==> src/rtl/data_mem_arb_pkg.sv <==
// -----------------------------------------------------------------------------
// data_mem_arb_pkg
// Shared definitions for the two-requester data memory arbiter: default
// widths, the lock watchdog limit, the arbiter state type and the requester
// identifier used by the round-robin pointer and the watchdog.
// -----------------------------------------------------------------------------
package data_mem_arb_pkg;

  localparam int DEF_ADDR_W   = 4;
  localparam int DEF_DATA_W   = 8;
  localparam int DEF_LOCK_MAX = 15;

  typedef enum logic [1:0] {
    IDLE  = 2'd0,
    OWN_A = 2'd1,
    OWN_B = 2'd2
  } arb_state_t;

  typedef enum logic {
    REQ_A = 1'b0,
    REQ_B = 1'b1
  } req_id_t;

endpackage

==> src/rtl/data_mem_arbiter_lock_watchdog.sv <==
// -----------------------------------------------------------------------------
// lock_watchdog
// Bounds how long one requester may keep the memory locked and blocks an
// immediate re-lock after a forced release.
//
// Ports
//   clk, rst      clock, asynchronous active-high reset
//   owning        arbiter is in OWN_A or OWN_B this cycle
//   owner         which requester holds the lock (valid while owning)
//   lock[1:0]     per-requester lock request, indexed by req_id_t
//   expire        combinational; this cycle is the last one the owner may hold
//   inhibit[1:0]  per-requester re-lock inhibit, cleared once lock is seen low
// -----------------------------------------------------------------------------
module lock_watchdog
  import data_mem_arb_pkg::*;
#(
  parameter int LOCK_MAX = DEF_LOCK_MAX
) (
  input  logic       clk,
  input  logic       rst,
  input  logic       owning,
  input  req_id_t    owner,
  input  logic [1:0] lock,
  output logic       expire,
  output logic [1:0] inhibit
);

  localparam int CNT_W = $clog2(LOCK_MAX + 1);

  logic [CNT_W-1:0] count;

  // The counter rests at zero outside ownership, so it already reads zero on
  // the cycle ownership begins. Expiry fires on the ownership cycle whose
  // increment would reach LOCK_MAX, giving exactly LOCK_MAX owned cycles.
  // A release requested in that same cycle is an ordinary release.
  assign expire = owning && lock[owner] && (count == CNT_W'(LOCK_MAX - 1));

  // NOTE: sequential state is updated with non-blocking assignments only, so
  // every register samples the pre-edge values regardless of statement order.
  always_ff @(posedge clk or posedge rst) begin
    if (rst) begin
      count   <= '0;
      inhibit <= '0;
    end else begin
      if (owning && !expire) count <= count + 1'b1;
      else                   count <= '0;

      if (expire && owner == REQ_A) inhibit[0] <= 1'b1;
      else if (!lock[0])            inhibit[0] <= 1'b0;

      if (expire && owner == REQ_B) inhibit[1] <= 1'b1;
      else if (!lock[1])            inhibit[1] <= 1'b0;
    end
  end

endmodule

==> src/rtl/data_mem_arbiter.sv <==
// -----------------------------------------------------------------------------
// data_mem_arbiter
// Arbitrates two requesters (a, b) onto one single-port data memory with a
// combinational grant, round-robin tie breaking, optional bus locking and a
// lock watchdog.
//
// Ports
//   clk, rst                    clock, asynchronous active-high reset
//   x_req/x_we/x_addr/x_wdata   per-requester access (x = a, b)
//   x_lock                      keep ownership after this access
//   x_gnt                       combinational; x's access happens this cycle
//   x_rvalid/x_rdata            registered read return, latency 1
//   mem_E/mem_WE/mem_Addr/
//   mem_Data_in                 memory command, zero when nothing is granted
//   mem_Data_out                combinational memory read data
//   lock_err                    sticky; a lock was forcibly released
// -----------------------------------------------------------------------------
module data_mem_arbiter
  import data_mem_arb_pkg::*;
#(
  parameter int ADDR_W   = DEF_ADDR_W,
  parameter int DATA_W   = DEF_DATA_W,
  parameter int LOCK_MAX = DEF_LOCK_MAX
) (
  input  logic              clk,
  input  logic              rst,

  input  logic              a_req,
  input  logic              a_we,
  input  logic [ADDR_W-1:0] a_addr,
  input  logic [DATA_W-1:0] a_wdata,
  input  logic              a_lock,
  output logic              a_gnt,
  output logic              a_rvalid,
  output logic [DATA_W-1:0] a_rdata,

  input  logic              b_req,
  input  logic              b_we,
  input  logic [ADDR_W-1:0] b_addr,
  input  logic [DATA_W-1:0] b_wdata,
  input  logic              b_lock,
  output logic              b_gnt,
  output logic              b_rvalid,
  output logic [DATA_W-1:0] b_rdata,

  output logic              mem_E,
  output logic              mem_WE,
  output logic [ADDR_W-1:0] mem_Addr,
  output logic [DATA_W-1:0] mem_Data_in,
  input  logic [DATA_W-1:0] mem_Data_out,

  output logic              lock_err
);

  arb_state_t state;
  req_id_t    ptr;      // most recently granted requester
  logic       owning;
  req_id_t    owner;
  logic       expire;
  logic [1:0] inhibit;

  assign owning = (state != IDLE);
  assign owner  = (state == OWN_B) ? REQ_B : REQ_A;

  lock_watchdog #(
    .LOCK_MAX (LOCK_MAX)
  ) u_lock_watchdog (
    .clk     (clk),
    .rst     (rst),
    .owning  (owning),
    .owner   (owner),
    .lock    ({b_lock, a_lock}),
    .expire  (expire),
    .inhibit (inhibit)
  );

  // Grant selection. Reset masks grants combinationally so an access in
  // flight is dropped the moment rst rises, not at the next edge.
  // NOTE: every signal driven from always_comb gets a default first, so no
  // path leaves it unassigned and no latch is inferred.
  always_comb begin
    a_gnt = 1'b0;
    b_gnt = 1'b0;
    if (!rst) begin
      case (state)
        IDLE: begin
          // On a tie the requester not granted most recently wins.
          if (a_req && (!b_req || ptr == REQ_B)) a_gnt = 1'b1;
          else if (b_req)                        b_gnt = 1'b1;
        end
        OWN_A:   a_gnt = a_req;
        OWN_B:   b_gnt = b_req;
        default: ;
      endcase
    end
  end

  // Memory command mux; grants are one-hot so the priority order is moot.
  always_comb begin
    mem_E       = 1'b0;
    mem_WE      = 1'b0;
    mem_Addr    = '0;
    mem_Data_in = '0;
    if (a_gnt) begin
      mem_E       = 1'b1;
      mem_WE      = a_we;
      mem_Addr    = a_addr;
      mem_Data_in = a_wdata;
    end else if (b_gnt) begin
      mem_E       = 1'b1;
      mem_WE      = b_we;
      mem_Addr    = b_addr;
      mem_Data_in = b_wdata;
    end
  end

  always_ff @(posedge clk or posedge rst) begin
    if (rst) begin
      state    <= IDLE;
      ptr      <= REQ_B;
      a_rvalid <= 1'b0;
      b_rvalid <= 1'b0;
      a_rdata  <= '0;
      b_rdata  <= '0;
      lock_err <= 1'b0;
    end else begin
      a_rvalid <= a_gnt && !a_we;
      b_rvalid <= b_gnt && !b_we;
      if (a_gnt && !a_we) a_rdata <= mem_Data_out;
      if (b_gnt && !b_we) b_rdata <= mem_Data_out;

      if (a_gnt)      ptr <= REQ_A;
      else if (b_gnt) ptr <= REQ_B;

      if (expire) lock_err <= 1'b1;

      case (state)
        IDLE: begin
          // A requester whose lock was forcibly broken cannot re-lock until
          // it has dropped x_lock once.
          if (a_gnt && a_lock && !inhibit[0])      state <= OWN_A;
          else if (b_gnt && b_lock && !inhibit[1]) state <= OWN_B;
        end
        OWN_A: begin
          if (expire) begin
            state <= IDLE;
            ptr   <= REQ_A;
          end else if (!a_lock) begin
            state <= IDLE;
          end
        end
        OWN_B: begin
          if (expire) begin
            state <= IDLE;
            ptr   <= REQ_B;
          end else if (!b_lock) begin
            state <= IDLE;
          end
        end
        default: state <= IDLE;
      endcase
    end
  end

endmodule
==> config.mk <==
export PLATFORM = sky130hd
export DESIGN_NAME = data_mem_arbiter
export DESIGN_NICKNAME = d
export VERILOG_FILES = /design/src/rtl/data_mem_arb_pkg.sv /design/src/rtl/data_mem_arbiter_lock_watchdog.sv /design/src/rtl/data_mem_arbiter.sv
export SDC_FILE = /design/constraint.sdc
export NUM_CORES = 1
export LEC_CHECK = 0
export ABC_AREA = 1
export BUFFER_PORTS_ARGS = -buffer_cell sky130_fd_sc_hd__buf_2
export CAP_MARGIN = 20
export CORE_ASPECT_RATIO = 1.4
export CORE_MARGIN = 2
export CORE_UTILIZATION = 47
export CTS_BUF_LIST = sky130_fd_sc_hd__clkbuf_4 sky130_fd_sc_hd__clkbuf_8
export DETAILED_ROUTE_END_ITERATION = 16
export PLACE_DENSITY = 0.85
export SLEW_MARGIN = 15
export SYNTH_ARGS = -nofsm -noshare
export SYNTH_HDL_FRONTEND = slang
export SYNTH_SLANG_ARGS = --single-unit
==> constraint.sdc <==
create_clock -name clk -period 2 [get_ports clk]
set_clock_uncertainty 0.15 [all_clocks]
set_input_delay 0.2 -clock clk [delete_from_list [all_inputs] [get_ports clk]]
set_output_delay 0.2 -clock clk [all_outputs]
set_load 0.01 [all_outputs]
==> summary.md, run 1 <==
| Metric | Value |
|---|---|
| Hold Crit Class | primary input to flip-flop |
| Reg2reg setup slack | 0.10 ns |
| Final Cycle Share | 105% |
| Vias in the first global route | 1,619 |
| CTS Buffer Depth | 2 |
| Part of the power in combinational logic | 49.2% |
| Slew Limit Fails | 0 |
| Grt met2 use | 49.0% |
| Worst path cell trace | buf_4 -> ha_4 -> inv_4 -> nand2_2 -> nand2_4 -> buf_12 -> inv_1 -> nor2_2 -> nor2_1 -> buf_2 |
| Final hold violation count | 0 |
| Outcome | finished, violations left |
| Overall routing resource usage | 25.9% |
| Share of Yosys cell area claimed by the top area cell type | 45.7% |
| Worst r2r src | state[1]$_DFFE_PP0P_ |
| Ranking of synthesized cells by area | dfrtp_1 46%, nand2_1 23%, o21ai_0 8.1% |
| Die Wd | 51.4 um |
| Main synth FF type | dfrtp_1 |
| Critical Setup Path Class | flip-flop to output port |
| CTS H-tree lvls | 1 |
| Post-DP Area | 1910 um^2 |
| Hold path start | mem_Data_out[6] |
| Fmax | 0.474 GHz |
| P&R area growth vs syn | 50.8% |
| VDD IR-drop max | 0.000731 V |
| Post-route cell area | 2230 um^2 |
| RSZ-0062 raised after global routing | true |
| Total chip power | 2.64 mW |
| CP Launch Point | state[1]$_DFFE_PP0P_ |
| Num ports | 75 |
| Mapped Cells | 199 |
| Internal Power | 1.62 mW |
| Routed Antenna Nets | 0 |
| Worst Setup Slack, final | -0.109 ns |
| Fraction of layout cells with a size suffix above 1 | 39.9% |
| Clock sinks | 28 |
| Hold path endpoint | b_rdata[6]$_DFFE_PP0P_ |
| CP endpoint kind | output port |
| Initial Util | 48.3% |
| Setup Viol. Count Final | 13 |
| Tightest Pin Transition | 0.354 ns |
| Met3 usage | 4.27% |
| Clock transition at path regs | 0.09 ns |
| Initial antenna violation count | 0 |
| Total grt overflow | 0 |
| Drt pass-1 iters | 5 |
| Sequential area share after synthesis | 47.5% |
| Pwr Density | 1180 nW/um^2 |
| Vias | 1,623 |
| Clock share of power | 16.7% |
| PortBufs | 74 |
| Dpl ws | 0.0616 ns |
| Reg2Reg Depth | 11 |
| Pin count of the biggest net entering global routing | 29 |
| Critical Path Max Stage Delay | 0.41 ns |
| Total CTS buffers | 3 |
| #FFs+latches synth | 28 |
| Sw Share | 38.6% |
| CP Launch Type | flip-flop |
| Core Area | 3060 um^2 |
| Rows | 24 |
| Worst skew pair latency | 0.27 ns |
| Critical path buffer and inverter count | 5 |
| Die area | 3620 um^2 |
| CP max FO | 6 |
| Post-synth EDFFs | 0 |
| Hold WS | 0.00358 ns |
| Hold path cells | 3 |
| Leakage | 1.31 nW |
| CTS tree | yes |
| Maximum Capacitance Violations | 0 |
| Part of the power in registers | 34.0% |
| Die Y | 70.4 um |
| Mapped Nets | 244 |
| Critical Path AT | 1.76 ns |
| First-pass GRT wire length | 7.11 mm |
| Net Switching | 1.02 mW |
| Residual DRC | 0 |
| Largest area contributor in the netlist | dfrtp_1 |
| Worst Path Required | 1.65 ns |
| M1 GR Usage | 28.9% |
| Synth cell count leaders | 89 x nand2_1, 27 x dfrtp_1, 24 x o21ai_0 |
| Failing checks | setup timing |
| CTS Root Cell | clkbuf_8 |
| Post-synthesis async set-or-reset flop share | 100% |
| Worst r2r dst | state[0]$_DFFE_PP0P_ |
| Syn. warnings | 0 |
| Post-Route WL | 4.31 mm |
| Slew HR | 76.4% |
| Crit-path leading delay family | buffers and inverters |
| Avg Cell Area, Syn | 7.43 um^2 |
| Hpwl dp | 2.76 mm |
| Vias per inst | 4.89 |
| Top Usage Layer GRT | met2 |
| Drt initial violations | 66 |
| Distinct cells, synth | 21 |
| Top-count cell post-synth | nand2_1 |
| Final #Nets | 339 |
| GPL Wtd Cong | 0.863 |
| Fin crit period | 2.11 ns |
| Ant diodes | 0 |
| CP max stage cell | dfrtp_1 |
| Post-synthesis instance area | 1480 um^2 |
| WL/cell | 13.0 um |
| Total negative slack | -0.516 ns |
[sequential cells by signal, indices dropped and copies added (netlist names)]
name and count:
ptr 1, b_rdata 8, b_rvalid 1, state 2
a_rvalid 1, a_rdata 8, u_lock_watchdog.count 4, u_lock_watchdog.inhibit 2
lock_err 1
[layout by cell type (no fill, tap or decap), types with 2 or more instances in the layout]
cell	count
nand2_1	85
buf_2	74
dfrtp_1	27
o21ai_0	17
inv_1	13
buf_4	12
nor2_1	10
nand3_1	6
o21ai_1	6
nand2_2	5
dlygate4sd3_1	5
inv_2	3
clkbuf_8	3
nand2_4	2
nor2_2	2
a21oi_1	2
ha_4	2
ha_1	2
buf_12	2
buf_6	2
[kinds of logic after synthesis]
group,after synthesis,share of synthesized area [%]
AOI/OAI and AO/OA,26,8.80
xor gates and xnor gates,2,1.18
adders and majority gates,5,4.23
buffers and inverters,25,7.95
DFF,28,47.5
and+or+nand+nor,113,30.4
[worst reg2reg max path, stage by stage (launching register included)]
cell     delay, ns
dfrtp_1       0.41
buf_4         0.15
ha_4          0.17
buf_4         0.14
o21ai_0       0.17
nand2_1       0.16
nand3_1       0.10
nand2_1       0.07
inv_1         0.07
nand2_1       0.07
nand2_1       0.07
nand2_1       0.06
[metal layers]
metal	vias to the layer above	routed length, um
met5	-	0
met1	743	1580
met4	0	63
met3	6	340
met2	76	2330
li1	798	-
[how the worst max path moves through the flow]
stage                                 to  slack [ns]  depth (start not counted)
after CTS                         mem_WE       -0.05                         10
after detailed placement          mem_WE        0.06                          9
after global placement            mem_WE        0.14                          9
after global routing      mem_Data_in[7]       -0.19                         10
after floorplan              mem_Addr[0]        0.27                          9
final                             mem_WE       -0.11                         10
[stage by stage]
stage	utilization (%)	cells
finish	72.8	332
global route	72.8	332
CTS	72.9	330
detailed placement	62.5	311
global placement	62.5	311
floorplan	-	199
[cell type report]
class	count	area [um^2]
clock inverters	1	30.0
multi-input cells	146	718
clock buffers	3	41.3
flip-flops and latches	28	702
inverters	19	90.1
repair buffers	96	601
well taps	39	48.8
fillers	230	832
[power groups by stage]
stage               sequential (mW)  clock, mW  combinational, mW
floorplan                     0.974          0              0.540
global placement              0.892          0              0.994
detailed placement            0.896          0               1.03
CTS                           0.889      0.447               1.29
global route                  0.923      0.470               1.45
finish                        0.897      0.442               1.30
[repair_timing]
item                                    CTS  global route
gates resized for setup                  29             1
gates cloned                              2             0
hold endpoints to repair                 31             0
pin swaps                                 6             3
endpoints found under the setup margin   16            21
buffers inserted                          8             3
hold buffers                              5             0
(Power assumes the default switching activity.)
==> run 2, diff against run 1 <==
--- a/config.mk
+++ b/config.mk
@@ -10,10 +10,10 @@
 export CAP_MARGIN = 20
 export CORE_ASPECT_RATIO = 1.4
 export CORE_MARGIN = 2
-export CORE_UTILIZATION = 47
+export CORE_UTILIZATION = 42
 export CTS_BUF_LIST = sky130_fd_sc_hd__clkbuf_4 sky130_fd_sc_hd__clkbuf_8
 export DETAILED_ROUTE_END_ITERATION = 16
-export PLACE_DENSITY = 0.85
+export PLACE_DENSITY = 0.81
 export SLEW_MARGIN = 15
 export SYNTH_ARGS = -nofsm -noshare
 export SYNTH_HDL_FRONTEND = slang
==> constraint.sdc (replaced) <==
create_clock -name clk -period 1.9 [get_ports clk]
set_clock_uncertainty 0.15 [all_clocks]
set_input_delay 0.19 -clock clk [delete_from_list [all_inputs] [get_ports clk]]
set_output_delay 0.19 -clock clk [all_outputs]
set_load 0.01 [all_outputs]
==> summary.md, run 2 (same netlist as run 1, synthesis figures left out) <==
| Metric | Value |
|---|---|
| Final hold violation count | 0 (unchanged) |
| Worst Setup Slack, final | -0.0988 ns (+0.00990 ns) |
| Ant diodes | 0 (unchanged) |
| First-pass GRT wire length | 6.15 mm (-14%) |
| RSZ-0062 raised after global routing | true |
| CP endpoint kind | output port |
| GPL Wtd Cong | 0.867 (+0.56%) |
| Post-DP Area | 1940 um^2 (+1.2%) |
| Clock sinks | 28 (unchanged) |
| Dpl ws | -0.0580 ns (-0.120 ns) |
| Rows | 25 (+4.2%) |
| Worst Path Required | 1.56 ns (-0.09 ns) |
| CTS Buffer Depth | 2 (unchanged) |
| Worst skew pair latency | 0.26 ns (about the same) |
| Pin count of the biggest net entering global routing | 29 (unchanged) |
| CP Launch Type | flip-flop |
| Vias | 1,640 (+1.0%) |
| Drt pass-1 iters | 4 (-1) |
| Initial Util | 43.8% (-4.5 points) |
| Final Cycle Share | 105% |
| Post-Route WL | 4.36 mm (+1.2%) |
| Setup Viol. Count Final | 14 (+1) |
| WL/cell | 12.7 um (-1.8%) |
| Commonest non-fill, non-tap cells in the layout | 75 x nand2_1, 73 x buf_2, 27 x dfrtp_1 |
| CTS H-tree lvls | 1 (unchanged) |
| Drt initial violations | 52 (-21%) |
| Pwr Density | 1220 nW/um^2 (+2.9%) |
| Total grt overflow | 0 (unchanged) |
| Overall routing resource usage | 21.0% (-4.9 points) |
| Tightest Pin Transition | 0.349 ns (-0.00448 ns) |
| Outcome | finished, violations left |
| CTS tree | yes |
| Maximum Capacitance Violations | 0 (unchanged) |
| Fraction of layout cells with a size suffix above 1 | 47.0% (+7.1 points) |
| P&R area growth vs syn | 59.6% |
| Total negative slack | -0.845 ns (-0.329 ns) |
| Clock transition at path regs | 0.09 ns (about the same) |
| Critical Path AT | 1.66 ns (-0.10 ns) |
| Die Y | 74.2 um (+5.5%) |
| Vias per inst | 4.80 (-1.9%) |
| Fmax | 0.500 GHz |
| Most common cell after layout, fill and taps aside | nand2_1 |
| Vias in the first global route | 1,525 (-5.8%) |
| Post-route cell area | 2360 um^2 (+5.8%) |
| Critical Setup Path Class | flip-flop to output port |
| Final #Nets | 348 (+2.7%) |
| Slew Limit Fails | 0 (unchanged) |
| CTS Root Cell | clkbuf_8 |
| Hpwl dp | 2.88 mm (+4.4%) |
| Slew HR | 76.7% (+0.30 points) |
| Routed Antenna Nets | 0 (unchanged) |
| Largest registers | a_rdata: 8 flops, b_rdata: 8 flops, u_lock_watchdog.count: 4 flops |
| Total chip power | 2.87 mW (+8.9%) |
| PortBufs | 74 (unchanged) |
| Hold Crit Class | primary input to flip-flop |
| VDD IR-drop max | 0.000739 V (+1.2%) |
| CP max FO | 13 (+7) |
| Die Wd | 54.2 um (+5.3%) |
| Initial antenna violation count | 0 (unchanged) |
| Leakage | 1.36 nW (+4.4%) |
| Num ports | 75 (unchanged) |
| Core Area | 3380 um^2 (+10%) |
| Die area | 4020 um^2 (+11%) |
| Residual DRC | 0 (unchanged) |
| Total CTS buffers | 3 (unchanged) |
| Failing checks | setup timing |
| Fin crit period | 2.00 ns |
==> run 2: path summary, 6_finish.rpt <==
| check | from | to | slack [ns] | cells after the start |
|---|---|---|---|---|
| max | state[0]$_DFFE_PP0P_ | mem_Data_in[2] | -0.1 | 9 |
| min | a_lock | u_lock_watchdog.inhibit[0]$_DFFE_PP0P_ | 0.02 | 3 |
| max reg2reg | state[1]$_DFFE_PP0P_ | b_rdata[7]$_DFFE_PP0P_ | 0.02 | 11 |
| min reg2reg | a_rdata[0]$_DFFE_PP0P_ | a_rdata[0]$_DFFE_PP0P_ | 0.33 | 2 |
| max in group asynchronous | rst | ptr$_DFF_PP1_ | 0.89 | 4 |
| min in group asynchronous | rst | a_rdata[4]$_DFFE_PP0P_ | 0.41 | 4 |
==> run 2: area by class of cell <==
cell class	instances	area, um^2
multi-input cells	146	785
fillers	270	1020
clock inverters	1	30.0
flip-flops and latches	28	702
clock buffers	3	41.3
inverters	19	86.3
well taps	40	50.0
repair buffers	105	667
==> run 2: per-layer routing <==
metal	vias up	track usage, %	part of all wire, %
li1	812	-	-
met1	751	20.5	35
met2	69	41.9	54
met3	8	2.61	8.5
met4	0	8.33	1.7
met5	-	0	0
==> run 2: critical path: stages, from the launching register on <==
cell     delay, ns
dfrtp_1       0.41
buf_6         0.13
ha_4          0.16
inv_2         0.06
nand2_4       0.06
nand2_4       0.09
buf_12        0.14
nand2_1       0.06
o21ai_2       0.13
buf_2         0.15
==> run 2: where the power goes <==
group	leakage (nW)	switching, mW	internal (mW)
Sequential	0.359	0.124	0.820
Combinational	0.968	0.809	0.659
Clock	0.0357	0.176	0.282
==> run 2: timing repair <==
action | 4_1_cts | 5_1_grt
hold buffers | 9 | 0
buffers inserted | 11 | 3
pin swaps | 4 | 11
setup endpoints to repair | 24 | 38
endpoints found under the hold margin | 43 | 0
gates resized for setup | 34 | 32
cloned | 1 | 0
==> run 2: metrics by stage <==
step           util, %  hold WS, ns  std cells
2_1_floorplan        -        0.105        199
3_3_place_gp      57.4        0.147        315
3_5_place_dp      57.4        0.149        315
4_1_cts           67.1       0.0102        340
5_1_grt           69.9       0.0391        342
6_report          69.9       0.0167        342
==> run 3, diff against run 2 <==
--- a/config.mk
+++ b/config.mk
@@ -13,7 +13,7 @@
 export CORE_UTILIZATION = 42
 export CTS_BUF_LIST = sky130_fd_sc_hd__clkbuf_4 sky130_fd_sc_hd__clkbuf_8
 export DETAILED_ROUTE_END_ITERATION = 16
-export PLACE_DENSITY = 0.81
+export PLACE_DENSITY = 0.75
 export SLEW_MARGIN = 15
 export SYNTH_ARGS = -nofsm -noshare
 export SYNTH_HDL_FRONTEND = slang
==> summary.md, run 3 (same netlist as run 1, synthesis figures left out) <==
| Metric | Value |
|---|---|
| VDD IR-drop max | 0.000756 V (+2.2%) |
| CTS tree | yes |
| Vias in the first global route | 1,548 (+1.5%) |
| Hpwl dp | 2.78 mm (-3.7%) |
| Initial Util | 43.8% (unchanged) |
| Final hold violation count | 0 (unchanged) |
| Internal Power | 1.78 mW (+1.3%) |
| WL/cell | 13.8 um (+7.9%) |
| Drt pass-1 iters | 4 (unchanged) |
| Hold path start | a_lock |
| Part of the power in combinational logic | 52.0% (+0.9 points) |
| RSZ-0062 raised after global routing | true |
| Critical Path Max Stage Delay | 0.41 ns (about the same) |
| Slew Limit Fails | 0 (unchanged) |
| Drt initial violations | 37 (-29%) |
| Worst Path Required | 1.56 ns (about the same) |
| Fraction of layout cells with a size suffix above 1 | 45.2% (-1.8 points) |
| Clock share of power | 15.8% (-0.2 points) |
| Critical Setup Path Class | flip-flop to output port |
| Die Wd | 54.2 um (unchanged) |
| Die area | 4020 um^2 (unchanged) |
| Slew HR | 76.6% (-0.099 points) |
| Fmax | 0.495 GHz (-1.1%) |
| Finished Layout Cells | 341 (-0.29%) |
| GPL Wtd Cong | 0.896 (+3.3%) |
| Rows | 25 (unchanged) |
| CTS Root Cell | clkbuf_8 |
| Leakage | 1.37 nW (+0.31%) |
| Dpl ws | 0.0258 ns (+0.0838 ns) |
| Clock sinks | 28 (unchanged) |
| Overall routing resource usage | 22.2% (+1.2 points) |
| Worst Setup Slack, final | -0.120 ns (-0.0214 ns) |
| P&R area growth vs syn | 61.3% |
| Initial antenna violation count | 0 (unchanged) |
| Fin crit period | 2.02 ns (+0.0214 ns) |
| Routed Antenna Nets | 0 (unchanged) |
| Hold WS | 0.0111 ns (-0.00564 ns) |
| Clock transition at path regs | 0.09 ns (about the same) |
| Vias | 1,675 (+2.1%) |
| CP max stage cell | dfrtp_1 |
| Final #Nets | 347 (-0.29%) |
| Pwr Density | 1220 nW/um^2 (about the same) |
| Largest registers | a_rdata: 8 flops, b_rdata: 8 flops, u_lock_watchdog.count: 4 flops |
| Critical Path AT | 1.68 ns (+0.02 ns) |
| Finished Core Util | 70.6% (+0.70 points) |
| Net Switching | 1.12 mW (+0.82%) |
| Worst skew pair latency | 0.27 ns (about the same) |
| Die Y | 74.2 um (unchanged) |
| PortBufs | 74 (unchanged) |
| Outcome | finished, violations left |
| Tightest Pin Transition | 0.351 ns (+0.00148 ns) |
| Total CTS buffers | 3 (unchanged) |
| CP max FO | 8 (-5) |
| Maximum Capacitance Violations | 0 (unchanged) |
| Crit-path leading delay family | buffers and inverters |
| CP Launch Point | state[0]$_DFFE_PP0P_ |
| CTS H-tree lvls | 1 (unchanged) |
| Worst r2r src | state[0]$_DFFE_PP0P_ |
| First-pass GRT wire length | 6.47 mm (+5.2%) |
| Failing checks | setup timing |
| Hold Crit Class | primary input to flip-flop |
| Ant diodes | 0 (unchanged) |
| Sw Share | 38.6% (-0.11 points) |
| Vias per inst | 4.91 (+2.4%) |
| CP endpoint kind | output port |
| Pin count of the biggest net entering global routing | 29 (unchanged) |
| Critical path buffer and inverter count | 4 (unchanged) |
| Final Cycle Share | 106% (+1.1 points) |
| Residual DRC | 0 (unchanged) |
| Num ports | 75 (unchanged) |
| Most common cell after layout, fill and taps aside | nand2_1 |
| Total grt overflow | 0 (unchanged) |
| CP Launch Type | flip-flop |
| Core Area | 3380 um^2 (unchanged) |
| Worst path cell trace | buf_4 -> ha_4 -> inv_2 -> nand2_4 -> nand2_4 -> buf_6 -> nand2_1 -> o21ai_1 -> buf_2 |
| Setup Viol. Count Final | 14 (unchanged) |
| CTS Buffer Depth | 2 (unchanged) |
| Commonest non-fill, non-tap cells in the layout | 76 x nand2_1, 73 x buf_2, 27 x dfrtp_1 |
| Part of the power in registers | 32.2% (-0.7 points) |
| Post-Route WL | 4.69 mm (+7.6%) |
| Total negative slack | -1.14 ns (-0.295 ns) |
| Most frequent CP cell | nand2_4 |
| Placed cells | 312 (-0.95%) |
| FILL cells | 259 (-4.1%) |
## run 3: through the flow
| stage | power, mW | instance area, um^2 |
|---|---|---|
| 2_1_floorplan | 1.59 | 1480 |
| 3_3_place_gp | 2.00 | 1920 |
| 3_5_place_dp | 2.03 | 1920 |
| 4_1_cts | 2.84 | 2330 |
| 5_1_grt | 3.11 | 2380 |
| 6_report | 2.90 | 2380 |
## run 3: power groups by stage
stage	Sequential (mW)	Clock, mW	Combinational (mW)
final	0.935	0.458	1.51
after global routing	0.963	0.488	1.66
after CTS	0.930	0.468	1.44
after detailed placement	0.939	0	1.09
after global placement	0.942	0	1.06
after floorplan	1.03	0	0.568
## run 3: layout make-up
class / instances / area (um^2) / share of cell area, %
clock buffers: 3 / 41.3 / 1.73
clock inverters: 1 / 30.0 / 1.26
inverters: 19 / 93.8 / 3.93
multi-input cells: 146 / 779 / 32.7
flip-flops and latches: 28 / 702 / 29.4
well taps: 40 / 50.0 / 2.10
repair buffers: 104 / 688 / 28.9
## run 3: repair_timing
item | CTS | global route
resized for setup | 50 | 18
hold buffers | 9 | 0
cloned | 3 | 0
hold endpoints to repair | 41 | 0
setup endpoints to repair | 16 | 26
pin swaps | 7 | 8
buffers inserted | 10 | 4
## run 3: worst reg2reg max path, delay by kind of cell (launching register included)
| kind | cells | cell delay (ns) |
|---|---|---|
| buf+inv | 4 | 0.57 |
| fa+ha+maj | 1 | 0.16 |
| simple gates | 4 | 0.29 |
| compound gates | 1 | 0.15 |
| flops | 1 | 0.41 |
## run 3: routing by layer
layer / part of all wire, % / global-route usage (%) / routed length [um] / vias up
met5: 0 / 0 / 0 / -
met4: 2.9 / 13.3 / 134 / 0
met3: 7.7 / 3.61 / 361 / 12
met2: 54 / 42.3 / 2550 / 81
met1: 35 / 21.0 / 1640 / 763
li1: - / - / - / 819
## run 3: path summary, 6_finish.rpt
check                                                         end  slack [ns]  cells past startpoint
max in group asynchronous                           ptr$_DFF_PP1_        0.88                      4
min in group asynchronous      u_lock_watchdog.count[2]$_DFF_PP0_        0.42                      4
max                                                mem_Data_in[3]       -0.12                      9
min reg2reg                                  lock_err$_DFFE_PP0P_        0.33                      1
max reg2reg                                b_rdata[2]$_DFFE_PP0P_        0.06                     10
min                        u_lock_watchdog.inhibit[0]$_DFFE_PP0P_        0.01                      3
